===== src/rtl/sd_upsize_gather.sv =====
// sd_upsize_gather: packs `ratio` narrow srdy/drdy beats into one wide word
// with lane mask and end-of-packet, flushing early on EOP. Output is a single
// registered word; only c_drdy sees p_drdy combinationally.
module sd_upsize_gather #(
  parameter int width = 8,
  parameter int ratio = 4
) (
  input  logic                   clk,
  input  logic                   reset_n,
  input  logic                   c_srdy,
  output logic                   c_drdy,
  input  logic [width-1:0]       c_data,
  input  logic                   c_eop,
  output logic                   p_srdy,
  input  logic                   p_drdy,
  output logic [width*ratio-1:0] p_data,
  output logic [ratio-1:0]       p_mask,
  output logic                   p_eop
);

  localparam int CW = $clog2(ratio);

  logic [CW-1:0]          cnt_q, cnt_d;
  logic [width*ratio-1:0] acc_data_q, acc_data_d;
  logic [ratio-1:0]       acc_mask_q, acc_mask_d;
  logic [width*ratio-1:0] p_data_q, p_data_d;
  logic [ratio-1:0]       p_mask_q, p_mask_d;
  logic                   p_eop_q, p_eop_d;
  logic                   full_q, full_d;

  logic [width*ratio-1:0] merged_data;
  logic [ratio-1:0]       merged_mask;
  logic                   c_xfer;
  logic                   p_xfer;
  logic                   done;

  // Accepting is gated only by output occupancy so c_drdy never depends on data/eop.
  assign c_drdy = !full_q | p_drdy;
  assign c_xfer = c_srdy & c_drdy;
  assign p_xfer = full_q & p_drdy;
  assign done   = c_xfer & ((cnt_q == CW'(ratio - 1)) | c_eop);

  assign p_srdy = full_q;
  assign p_data = p_data_q;
  assign p_mask = p_mask_q;
  assign p_eop  = p_eop_q;

  // Accumulator contents with the incoming beat written into lane cnt.
  always_comb begin
    merged_data = acc_data_q;
    merged_mask = acc_mask_q;
    for (int unsigned k = 0; k < ratio; k++) begin
      if (cnt_q == CW'(k)) begin
        merged_data[k*width +: width] = c_data;
        merged_mask[k]                = 1'b1;
      end
    end
  end

  // Next-state: gather beats, hand a finished word to the output register.
  always_comb begin
    cnt_d      = cnt_q;
    acc_data_d = acc_data_q;
    acc_mask_d = acc_mask_q;
    p_data_d   = p_data_q;
    p_mask_d   = p_mask_q;
    p_eop_d    = p_eop_q;
    full_d     = full_q;

    if (p_xfer) begin
      full_d = 1'b0;
    end

    // A completion in the same cycle as an output transfer reloads and keeps full set.
    if (c_xfer) begin
      if (done) begin
        p_data_d   = merged_data;
        p_mask_d   = merged_mask;
        p_eop_d    = c_eop;
        full_d     = 1'b1;
        cnt_d      = '0;
        acc_data_d = '0;
        acc_mask_d = '0;
      end else begin
        acc_data_d = merged_data;
        acc_mask_d = merged_mask;
        cnt_d      = cnt_q + CW'(1);
      end
    end
  end

  // State registers with synchronous active-low reset.
  always_ff @(posedge clk) begin
    if (!reset_n) begin
      cnt_q      <= '0;
      acc_data_q <= '0;
      acc_mask_q <= '0;
      p_data_q   <= '0;
      p_mask_q   <= '0;
      p_eop_q    <= 1'b0;
      full_q     <= 1'b0;
    end else begin
      cnt_q      <= cnt_d;
      acc_data_q <= acc_data_d;
      acc_mask_q <= acc_mask_d;
      p_data_q   <= p_data_d;
      p_mask_q   <= p_mask_d;
      p_eop_q    <= p_eop_d;
      full_q     <= full_d;
    end
  end

endmodule

===== config.mk =====
export PLATFORM = sky130hd
export DESIGN_NAME = sd_upsize_gather
export DESIGN_NICKNAME = d
export VERILOG_FILES = /design/src/rtl/sd_upsize_gather.sv
export SDC_FILE = /design/constraint.sdc
export NUM_CORES = 1
export LEC_CHECK = 0
export BUFFER_PORTS_ARGS = -buffer_cell sky130_fd_sc_hd__buf_4
export CORE_MARGIN = 2
export CORE_UTILIZATION = 30
export DETAILED_ROUTE_END_ITERATION = 12
export GPL_TIMING_DRIVEN = 0
export PLACE_DENSITY = 0.45
export RECOVER_POWER = 25
export SLEW_MARGIN = 0
export SYNTH_ARGS = -nofsm -noshare
export SYNTH_HDL_FRONTEND = slang
export SYNTH_SLANG_ARGS = --single-unit

===== constraint.sdc =====
create_clock -name clk -period 4.6 [get_ports clk]
set_input_delay 0.69 -clock clk [delete_from_list [all_inputs] [get_ports clk]]
set_output_delay 0.69 -clock clk [all_outputs]
set_load 0.01 [all_outputs]

== Word-level counts from Yosys, hierarchy flattened ==
Index checks and enable logic that the tools add are counted.

* Add/sub/neg operators: 1
* Eq/ne operators: 3
* Mux-type cells: 14
* Bitwise operators: 5
* Reductions and logical operators: 3

{| class="wikitable"
|+ Operators by type and width
! cell !! count
|-
| $mux W32 || 1
|-
| $mux W8 || 4
|-
| $mux W1 || 7
|-
| $eq A2 B2 Y1 const B || 2
|-
| $mux W4 || 1
|-
| $and A1 B1 Y1 || 3
|-
| $add A2 B1 Y2 const B || 1
|-
| $eq A2 B1 Y1 const B || 1
|-
| $logic_not A2 Y1 || 1
|-
| $mux W2 || 1
|-
| $or A1 B1 Y1 || 2
|-
| $reduce_and A2 Y1 || 1
|-
| $logic_not A1 Y1 || 1
|}

* Flip-flop bits (word level): 76
* Bits of input ports: 13
* Output and inout bits: 39
* Word-level logic and storage cells: 33

== Longest topological paths before layout ==
Gate-level depths: netlist of the first run.

* Depth in word-level cells: 6
* Gate-level depth with buffers: 7
* Mapped depth without buffers: 5

== Worst setup path after synthesis of the first run ==
No wires, ideal clock.

* Path type: input to output
* From: input p_drdy
* To: output c_drdy
* Arrival time: 1.294 ns
* Data required time: 3.910 ns
* Path slack: 2.616 ns
* Stages on the path: 4
* Buffers on the path: 2
* Path through: nor2b_2 inv_2 buf_2 buf_2

* Cells in the longest elaborated chain, start to end: 1

{| class="wikitable"
|+ RTL lines
! what !! line !! RTL
|-
| from (decl) || 15 || <nowiki>input logic p_drdy,</nowiki>
|-
| $or A1 B1 Y1 || 38 || <nowiki>assign c_drdy = !full_q | p_drdy;</nowiki>
|-
| to (decl) || 11 || <nowiki>output logic c_drdy,</nowiki>
|}

Every way passes these cells.

== Final worst setup path of the first run ==
Ends and elaborated chain as after synthesis.

==> impl_metrics.csv, run 1 <==
group,metric,value,unit
worst_setup_path,start_kind,"primary input",
power,power.density,380.0,mW/mm^2
grt,gr-total-overflow,0,
die,io_pins,52,
grt,grt_pass1_vias,2748,
die,die_h,107.7,um
route,vias_per_cell,5.113,
grt,met3_usage,3.632,%
power,p_int,1111,uW
clocking,cts_root_buf,"clkbuf_8",
placement,port_buffers,50,
placement,placed_area,0.003769,mm^2
worst_setup_path,r2r_cells,6,
worst_setup_path,crit_type,"primary input to output port",
worst_setup_path,worstPathCellList,"buf_4 > nor2b_2 > inv_2 > buf_2 > buf_2 > buf_4",
power,combPwrFrac,12.8,%
grt,grtUsageTotal,16.88,%
worst_setup_path,worst_setup_path_end_kind,"output port",
finish,postLayoutCellArea,0.003913,mm^2
synth,synth.area.top_cells,"dfxtp_1, mux2i_1, o211a_1",
synth,synth_edf_count,0,
worst_setup_path,cp_slowest_stage_delay,0.24,ns
die,start_util,31.08,%
run,cap_violations,0,
power,p_sw_share,25.31,%
power,clkPwrFrac,40.1,%
synth,synth_ff_type,"dfxtp_1",
grt,use_met2,25.16,%
power,ir_drop,146.7,uV
clocking,ctsHoldBuffers,0,
worst_setup_path,cp.depth,6,
route,drt_wl_total,9.262,mm
die,row_count,37,
sta,hold_violations,0,
finish,fin_util,37.73,%
worst_setup_path,worst-path-max-fanout,10,
die,die_w,107.7,um
route,initialDrtViolationCount,96,
sta,fin_crit_sh,52.34,%
grt,antenna_found_initial,0,
synth,yosysTopAreaCell,"dfxtp_1",
clocking,clk_latency,0.34,ns
route,drc,0,
synth,ys_seq_area_share,47.20,%
worst_setup_path,crit_end,"c_drdy",
sta,report.final.slew_viol_count,0,
synth,mappedNetlistArea,0.003223,mm^2
clocking,clkSinkCount,76,
route,drt_pre_antenna_iters,4,
clocking,cts_max_path_buffers,2,
power,leakagePower,0.001815,uW
power,netSwitchingPower,376.3,uW
grt,gr-usage-met1,24.18,%
sta,setup-tns-final,0,ns
sta,finalSetupViolCount,0,
finish,drive_gt1_share,16.24,%
finish,antenna_cells,0,
synth,ys_async_sr_fraction,0,%
placement,place_congestion,0.8035,
worst_setup_path,cp_top_family,"buffers and inverters",
worst_setup_path,cp_num_buf_inv,5,
power,p_seq_share,47.2,%
die,core-area,0.01037,mm^2
synth,syn_inst,328,
worst_setup_path,timing.rr.start,"cnt_q[0]$_SDFFE_PN0P_",
synth,synth_fp_nets,345,
synth,yosysMostFrequentCell,"dfxtp_1",
synth,yosys_warnings,0,
worst_setup_path,crit_required,3.91,ns
finish,area_delta_synth_final,21.39,%
clocking,post_cts_buffers,0,
sta,skew,0.008453,ns
synth,yosys.cell_types.count,28,
clocking,cts-buffers-inserted,9,
clocking,cts-resized-gates,0,
route,wl_per_cell,17.48,um
synth,synth_commonest_cells,"dfxtp_1, nand4_1, mux2i_1",
clocking,clk_pin_slew_worst_paths,0.08,ns
placement,pre_cts_slack,2.163,ns
clocking,h-tree-depth,3,
placement,post-dp-hpwl,6.525,mm
grt,grt_max_degree,13,
sta,tightest_slew,0.7837,ns
route,postRouteAntennaNets,0,
status,outcome,"completed",
grt,busiest_layer,"met2",
worst_hold_path,min_path_type,"flip-flop to flip-flop",
finish,final_nets,406,
route,vias,2710,
sta,max_slew_margin,47.35,%
sta,rsz0062_at_grt,"no",
sta,post-route-min-period,2.408,ns
sta,clock.fmax,0.4153,GHz
synth,synth.avg_cell_area,9.826,um^2
worst_setup_path,r2r_end,"p_data[1]$_SDFFE_PN0P_",
die,dieArea,0.01159,mm^2
worst_setup_path,crit_start,"p_drdy",
worst_setup_path,cp_slowest_cell,"nor2b_2",
synth,yosys.area.top_type_share,47.20,%
sta,setup_ws,2.192,ns
clocking,cts_tree,"yes",
worst_setup_path,cp.arrival,1.72,ns
grt,grt_pass1_wl,15.08,mm
worst_setup_path,rrSetupSlack,2.50,ns
synth,ys_seq_elements,76,
==> through the flow <==
stage,power [uW],std cells,hold WS [ns]
global placement,917.5,514,0.4431
CTS,1515,530,0.4663
floorplan,831.6,328,0.4316
global route,1553,530,0.4884
finish,1487,530,0.4632
detailed placement,917.4,514,0.4498
==> final cells by class <==
| type | count | area [um^2] |
|---|---|---|
| buffer | 34 | 146.4 |
| multi-input combinational | 214 | 1526 |
| timing repair buffer | 50 | 296.5 |
| sequential | 76 | 1521 |
| fill | 1094 | 6457 |
| inverter | 4 | 15.01 |
| clock inverter | 3 | 67.56 |
| clock buffer | 13 | 168.9 |
| tap | 136 | 170.2 |
==> cell families (layout without fill, tap and decap cells) <==
group / count (synthesis) / after routing / synth area share, %
mux: 36 / 36 / 11.18
compound gates: 76 / 76 / 18.40
buf+inv: 38 / 104 / 5.124
fa+ha+maj: 4 / 4 / 1.553
flops: 76 / 76 / 47.20
simple gates: 98 / 98 / 16.54
==> worst min-delay path: cells and delay by family, from the launching register on <==
kind | cells | cell delay [ns]
and+or+nand+nor | 1 | 0.05
DFF | 1 | 0.32
muxes | 1 | 0.05
==> layer usage <==
metal	vias up	share of wire, %
met5	-	0
met4	0	1.8
met3	11	4.2
met2	60	42
met1	1283	52
li1	1356	-
==> state kept, by name (all words and copies together) (netlist names) <==
| signal | cells |
|---|---|
| cnt_q | 2 |
| p_data | 32 |
| acc_data_q | 32 |
| acc_mask_q | 4 |
| p_srdy | 1 |
| p_mask | 4 |
| p_eop | 1 |
==> worst min-delay path by stage <==
| stage | cells past startpoint | startpoint | endpoint | slack, ns |
|---|---|---|---|---|
| global route | 2 | acc_data_q[19]$_SDFFE_PN0P_ | acc_data_q[19]$_SDFFE_PN0P_ | 0.49 |
| finish | 2 | p_mask[1]$_SDFFE_PN0P_ | p_mask[1]$_SDFFE_PN0P_ | 0.46 |
| global placement | 2 | acc_mask_q[2]$_SDFFE_PN0P_ | acc_mask_q[2]$_SDFFE_PN0P_ | 0.44 |
| CTS | 2 | acc_mask_q[2]$_SDFFE_PN0P_ | acc_mask_q[2]$_SDFFE_PN0P_ | 0.47 |
| floorplan | 2 | acc_mask_q[0]$_SDFFE_PN0P_ | acc_mask_q[0]$_SDFFE_PN0P_ | 0.43 |
| detailed placement | 2 | acc_mask_q[2]$_SDFFE_PN0P_ | acc_mask_q[2]$_SDFFE_PN0P_ | 0.45 |
==> layout by cell type (no fill, tap or decap), types with 11 or more instances in the layout <==
master,count
o211a_1,32
o22ai_1,19
buf_4,30
clkbuf_1,39
nand4_1,40
buf_2,12
nand2_1,33
dfxtp_1,76
o21ai_0,11
mux2i_1,36
clkbuf_8,12
==> power groups by stage <==
stage	Clock (uW)	Combinational, uW	Sequential [uW]
finish	596	190	701
global route	639	210	705
CTS	612	202	702
detailed placement	0	201	717
global placement	0	201	716
floorplan	0	107	724
Note: power is estimated with default switching activity, not from simulation.
==> run 2, diff against run 1 <==
--- a/config.mk
+++ b/config.mk
@@ -5,6 +5,7 @@
 export SDC_FILE = /design/constraint.sdc
 export NUM_CORES = 1
 export LEC_CHECK = 0
+export ABC_AREA = 1
 export BUFFER_PORTS_ARGS = -buffer_cell sky130_fd_sc_hd__buf_4
 export CORE_MARGIN = 2
 export CORE_UTILIZATION = 30
==> constraint.sdc (replaced) <==
create_clock -name clk -period 2.3 [get_ports clk]
set_input_delay 0.345 -clock clk [delete_from_list [all_inputs] [get_ports clk]]
set_output_delay 0.345 -clock clk [all_outputs]
set_load 0.01 [all_outputs]
==> run 2 against run 1 <==
  * Area after synthesis fell by 2.1%
  * Sequential power grew 95%
  * Synthesized cell count up 36%
  * Critical path type is now flip-flop to flip-flop
  * Via count increased by 6.1%
  * Largest power group unchanged
  * Largest cell class is now flip-flops and latches
  * Worst hold slack got worse by 0.20 ns
  * Combinational power increased by 71%
  * Non-clock buffer count down 6
  * Critical endpoint is now acc_data_q[19]$_SDFFE_PN0P_
==> impl_metrics.csv, run 2 <==
group,metric,value,unit
status,outcome,"completed",
worst_setup_path,critPathMostFrequentCell,"nand2_1",
placement,place_congestion,0.7646,
worst_hold_path,worstHoldStart,"c_eop",
synth,yosys_warnings,0,
worst_setup_path,worst-path-max-fanout,10,
worst_setup_path,crit_type,"flip-flop to flip-flop",
run,cap_violations,0,
sta,setup_ws,0.6594,ns
finish,antenna_cells,0,
finish,multi_input_area,0.001340,mm^2
worst_hold_path,hold_depth,3,
sta,finalSetupViolCount,0,
worst_setup_path,start_kind,"flip-flop",
grt,grtUsageTotal,15.91,%
die,start_util,30.70,%
power,ir_drop,274.2,uV
synth,ys_async_sr_fraction,0,%
route,vias_per_cell,4.438,
clocking,clk_latency,0.36,ns
finish,layout_commonest_cell,"nand2_1",
synth,synth.avg_cell_area,7.091,um^2
placement,port_buffers,51,
grt,grt_pass1_wl,13.63,mm
synth,yosys.area.top_type_share,48.22,%
die,row_count,37,
route,drt_wl_total,8.668,mm
synth,mappedNetlistArea,0.003156,mm^2
worst_setup_path,cp.arrival,1.86,ns
grt,grt_max_degree,14,
sta,max_slew_margin,61.55,%
synth,ys_seq_elements,76,
die,io_pins,52,
synth,yosysMostFrequentCell,"nand2_1",
clocking,cts_max_path_buffers,2,
worst_hold_path,hold_end,"p_eop$_SDFFE_PN0P_",
clocking,clkSinkCount,76,
die,dieArea,0.01136,mm^2
clocking,clk_pin_slew_worst_paths,0.08,ns
sta,hold_violations,0,
clocking,cts-buffers-inserted,9,
die,core-area,0.01028,mm^2
sta,tightest_slew,0.5767,ns
die,die_w,106.6,um
worst_setup_path,cp_slowest_stage_delay,0.35,ns
power,power.density,726.4,mW/mm^2
worst_setup_path,cp_top_family,"buffers and inverters",
worst_setup_path,cp_slowest_cell,"dfxtp_1",
finish,final_nets,524,
clocking,ctsHoldBuffers,0,
clocking,h-tree-depth,3,
worst_setup_path,worst_setup_path_end_kind,"flip-flop",
finish,final_cell_mix,"nand2_1, dfxtp_1, nand3_1",
clocking,cts_tree,"yes",
sta,rsz0062_at_grt,"no",
worst_setup_path,r2r_cells,8,
route,wl_per_cell,13.38,um
placement,dp_cells,632,
clocking,cts_root_buf,"clkbuf_8",
sta,report.final.slew_viol_count,0,
finish,fillers,1156,
synth,synth_ff_type,"dfxtp_1",
power,total_power,2764,uW
worst_hold_path,min_path_type,"primary input to flip-flop",
synth,syn_inst,445,
sta,setup-tns-final,0,ns
finish,regArea,0.001521,mm^2
sta,clock.fmax,0.6095,GHz
worst_setup_path,crit_required,2.52,ns
finish,fin_util,37.02,%
power,leakagePower,0.001734,uW
sta,skew,0.007708,ns
synth,synth_edf_count,0,
grt,grt_pass1_vias,2622,
synth,yosys.cell_types.count,19,
worst_setup_path,worstPathCellList,"inv_1 > ha_1 > buf_2 > clkinv_1 > nand2_1 > nand2_1 > nand3_1 > a21oi_1",
worst_setup_path,cp_num_buf_inv,3,
worst_setup_path,timing.rr.start,"cnt_q[0]$_SDFFE_PN0P_",
worst_setup_path,rrSetupSlack,0.66,ns
die,die_h,106.6,um
placement,pre_cts_slack,0.6783,ns
sta,fin_crit_sh,71.33,%
grt,antenna_found_initial,0,
worst_setup_path,r2r_end,"acc_data_q[19]$_SDFFE_PN0P_",
clocking,post_cts_buffers,0,
finish,area_delta_synth_final,20.58,%
route,drt_pre_antenna_iters,4,
synth,synth_commonest_cells,"nand2_1, dfxtp_1, nand3_1",
clocking,cts-resized-gates,0,
synth,ys_seq_area_share,48.22,%
placement,post-dp-hpwl,6.055,mm
route,initialDrtViolationCount,126,
finish,drive_gt1_share,13.87,%
synth,synth.area.top_cells,"dfxtp_1, nand2_1, nand3_1",
synth,yosysTopAreaCell,"dfxtp_1",
synth,synth_fp_nets,462,
finish,instances_no_fill,648,
route,drc,0,
grt,gr-total-overflow,0,
sta,post-route-min-period,1.641,ns
route,postRouteAntennaNets,0,
route,vias,2876,
==> run 2: worst max-delay path by stage <==
stage,depth (start not counted),from,slack (ns),endpoint
4_1_cts,9,cnt_q[0]$_SDFFE_PN0P_,0.66,p_data[18]$_SDFFE_PN0P_
3_3_place_gp,9,cnt_q[0]$_SDFFE_PN0P_,0.67,p_data[29]$_SDFFE_PN0P_
6_report,8,cnt_q[0]$_SDFFE_PN0P_,0.66,acc_data_q[19]$_SDFFE_PN0P_
2_1_floorplan,10,cnt_q[0]$_SDFFE_PN0P_,1.0,p_data[10]$_SDFFE_PN0P_
3_5_place_dp,9,cnt_q[0]$_SDFFE_PN0P_,0.68,p_data[29]$_SDFFE_PN0P_
5_1_grt,8,cnt_q[1]$_SDFFE_PN0P_,0.50,acc_data_q[8]$_SDFFE_PN0P_
==> run 2: metrics by stage <==
step / area, um^2 / hold WS [ns]
final: 3805 / 0.2607
after global routing: 3805 / 0.2471
after CTS: 3910 / 0.2494
after detailed placement: 3709 / 0.4257
after global placement: 3709 / 0.4185
after floorplan: 3156 / 0.4103
==> run 2: kinds of logic after synthesis <==
| logic type | after synthesis | synth area share, % |
|---|---|---|
| compound gates | 45 | 7.494 |
| flops | 76 | 48.22 |
| fa+ha+maj | 4 | 1.586 |
| buf+inv | 61 | 9.318 |
| simple gates | 259 | 33.39 |
==> run 2: cell type report <==
type                    instances  share of cell area (%)
flip-flops and latches         76                   39.99
multi-input cells             308                   35.22
repair buffers                 51                   7.300
well taps                     136                   4.472
plain buffers                  27                   4.374
clock buffers                  10                   3.617
inverters                      34                   3.354
clock inverters                 6                   1.677
==> run 2: routing by layer <==
layer / GRT usage, % / routed length (um) / up-vias
li1: - / - / 1510
met1: 21.63 / 4351 / 1308
met2: 24.89 / 3898 / 49
met3: 3.740 / 328 / 9
met4: 5.009 / 90 / 0
met5: 0 / 0 / -
==> run 2: worst register-to-register path: stages, from the launching register on <==
cell,delay [ns]
dfxtp_1,0.35
inv_1,0.11
ha_1,0.15
buf_2,0.22
clkinv_1,0.31
nand2_1,0.16
nand2_1,0.08
nand3_1,0.08
a21oi_1,0.06
==> run 2: power by group <==
part	internal (uW)	switching [uW]	total, uW
Combinational	107	219	325
Sequential	1350	18.6	1370
Clock	529	537	1070
Total	1990	775	2760
==> run 3, diff against run 2 <==
--- a/config.mk
+++ b/config.mk
@@ -11,7 +11,7 @@
 export CORE_UTILIZATION = 30
 export DETAILED_ROUTE_END_ITERATION = 12
 export GPL_TIMING_DRIVEN = 0
-export PLACE_DENSITY = 0.45
+export PLACE_DENSITY = 0.47
 export RECOVER_POWER = 25
 export SLEW_MARGIN = 0
 export SYNTH_ARGS = -nofsm -noshare
==> constraint.sdc (replaced) <==
create_clock -name clk -period 1.45 [get_ports clk]
set_input_delay 0.2175 -clock clk [delete_from_list [all_inputs] [get_ports clk]]
set_output_delay 0.2175 -clock clk [all_outputs]
set_load 0.01 [all_outputs]
==> run 3 against run 2 <==
  * Worst setup slack lost 0.60 ns
  * Combinational power grew 99%
  * Wire length grew 2.9%
  * Worst hold slack lost 0.12 ns
  * Core utilization grew 3.6 points
  * Sequential share of layout area shrank 3.5 points
  * Clock-buffer cell count grew 1
  * Sequential power grew 59%
  * Largest power group unchanged
  * Highest routed layer unchanged
==> impl_metrics.csv, run 3 (same netlist as run 2, synthesis figures left out) <==
group,metric,value,unit
power,ir_drop,490.3,uV
grt,grtUsageTotal,16.32,%
route,drt_wl_total,8.921,mm
clocking,clk_latency,0.36,ns
finish,drive_gt1_share,19.08,%
finish,final_cell_mix,"nand2_1, dfxtp_1, nand3_1",
sta,hold_violations,0,
finish,fillers,1134,
die,row_count,37,
sta,max_slew_margin,56.02,%
route,drc,0,
grt,use_met2,25.66,%
placement,post-dp-hpwl,6.041,mm
die,dieArea,0.01136,mm^2
power,p_sw_share,26.77,%
status,outcome,"completed",
route,vias,2989,
placement,placed_area,0.003709,mm^2
clocking,h-tree-depth,3,
die,io_pins,52,
run,cap_violations,0,
worst_setup_path,start_kind,"flip-flop",
grt,antenna_found_initial,0,
grt,grt_pass1_wl,14.21,mm
worst_setup_path,cp_slowest_cell,"dfxtp_2",
clocking,cts_max_path_buffers,2,
die,core-area,0.01028,mm^2
worst_setup_path,cp_slowest_stage_delay,0.36,ns
sta,rsz0062_at_grt,"yes",
worst_setup_path,cp_num_buf_inv,4,
clocking,ctsHoldBuffers,0,
route,drt_pre_antenna_iters,4,
worst_setup_path,crit_type,"flip-flop to flip-flop",
route,vias_per_cell,4.529,
clocking,cts_tree,"yes",
placement,pre_cts_slack,-0.2131,ns
die,die_h,106.6,um
route,postRouteAntennaNets,0,
die,start_util,30.70,%
finish,postLayoutCellArea,0.004177,mm^2
placement,place_congestion,0.7600,
sta,setup_ws,0.05620,ns
power,p_int,3437,uW
die,die_w,106.6,um
placement,dp_cells,632,
placement,port_buffers,51,
worst_hold_path,worstHoldStart,"c_eop",
power,clkPwrFrac,39.8,%
worst_setup_path,crit_required,1.71,ns
worst_hold_path,min_path_type,"primary input to flip-flop",
worst_setup_path,cp.arrival,1.66,ns
grt,gr-usage-met1,21.03,%
worst_setup_path,worst_setup_path_end_kind,"flip-flop",
worst_setup_path,cp_top_family,"buffers and inverters",
grt,grt_max_degree,14,
sta,fin_crit_sh,96.12,%
grt,gr-total-overflow,0,
finish,final_nets,536,
grt,grt_pass1_vias,2855,
route,wl_per_cell,13.52,um
clocking,cts-buffers-inserted,9,
finish,area_delta_synth_final,32.36,%
sta,finalSetupViolCount,0,
sta,report.final.slew_viol_count,0,
finish,layout_commonest_cell,"nand2_1",
finish,instances_no_fill,660,
power,combPwrFrac,13.8,%
sta,clock.fmax,0.7175,GHz
clocking,clk_pin_slew_worst_paths,0.09,ns
sta,tightest_slew,0.6597,ns
worst_setup_path,worst-path-max-fanout,6,
grt,busiest_layer,"met2",
clocking,clkSinkCount,76,
finish,antenna_cells,0,
power,power.density,1124,mW/mm^2
worst_setup_path,critPathMostFrequentCell,"nand2_4",
power,netSwitchingPower,1256,uW
worst_setup_path,worstPathCellList,"ha_2 > buf_6 > inv_4 > nand2_4 > nand3_4 > nand2_4 > buf_8 > clkbuf_16 > nor2_1",
route,initialDrtViolationCount,118,
worst_setup_path,timing.rr.start,"cnt_q[0]$_SDFFE_PN0P_",
power,leakagePower,0.001892,uW
sta,post-route-min-period,1.394,ns
clocking,cts_root_buf,"clkbuf_8",
grt,met3_usage,4.598,%
worst_setup_path,crit_start,"cnt_q[0]$_SDFFE_PN0P_",
power,p_seq_share,46.5,%
sta,skew,0.01248,ns
## run 3: layout make-up
type / count / area, um^2 / area share (%)
clock buffers: 11 / 141.4 / 3.385
repair buffers: 64 / 483.0 / 11.56
inverters: 34 / 152.6 / 3.655
plain buffers: 26 / 232.7 / 5.572
flip-flops and latches: 76 / 1524 / 36.49
multi-input cells: 308 / 1389 / 33.25
well taps: 136 / 170.2 / 4.074
clock inverters: 5 / 83.83 / 2.007
## run 3: final timing paths
path | to | slack [ns] | depth (start not counted)
worst max-delay path | acc_data_q[27]$_SDFFE_PN0P_ | 0.06 | 9
worst min-delay path | p_eop$_SDFFE_PN0P_ | 0.14 | 3
worst max register to register | acc_data_q[27]$_SDFFE_PN0P_ | 0.06 | 9
worst min register to register | acc_data_q[31]$_SDFFE_PN0P_ | 0.43 | 2
## run 3: worst reg2reg max path, cell delays in order (launching register included)
cell and delay (ns):
dfxtp_2 0.36, ha_2 0.18, buf_6 0.11, inv_4 0.04
nand2_4 0.08, nand3_4 0.10, nand2_4 0.12, buf_8 0.15
clkbuf_16 0.14, nor2_1 0.03
## run 3: stage by stage
step	util, %	setup TNS (ns)	power, uW	hold WS [ns]
after floorplan	-	0	2552	0.3658
final	40.64	0	4694	0.1429
after global placement	36.08	-6.983	2765	0.4178
after global routing	40.64	-0.01727	4893	0.1670
after detailed placement	36.08	-7.687	2772	0.4246
after CTS	39.53	0	4676	0.1294
## run 3: power by group through the flow
stage               Sequential, uW  Combinational, uW  Clock (uW)
floorplan                     2240                311           0
global placement              2230                538           0
detailed placement            2230                543           0
CTS                           2180                591        1900
global route                  2190                716        1990
finish                        2180                647        1870
## run 3: routing by layer
| layer | up-vias | part of all wire [%] |
|---|---|---|
| met5 | - | 0 |
| met4 | 0 | 2.2 |
| met3 | 16 | 5.4 |
| met2 | 66 | 46 |
| met1 | 1368 | 47 |
| li1 | 1539 | - |
## run 3: what timing repair did
| action | 4_1_cts | 5_1_grt |
|---|---|---|
| pin swaps | 2 | 11 |
| gates resized for setup | 20 | 39 |
| cloned | 1 | 2 |
| endpoints found under the setup margin | 65 | 67 |
| setup buffers | 6 | 4 |
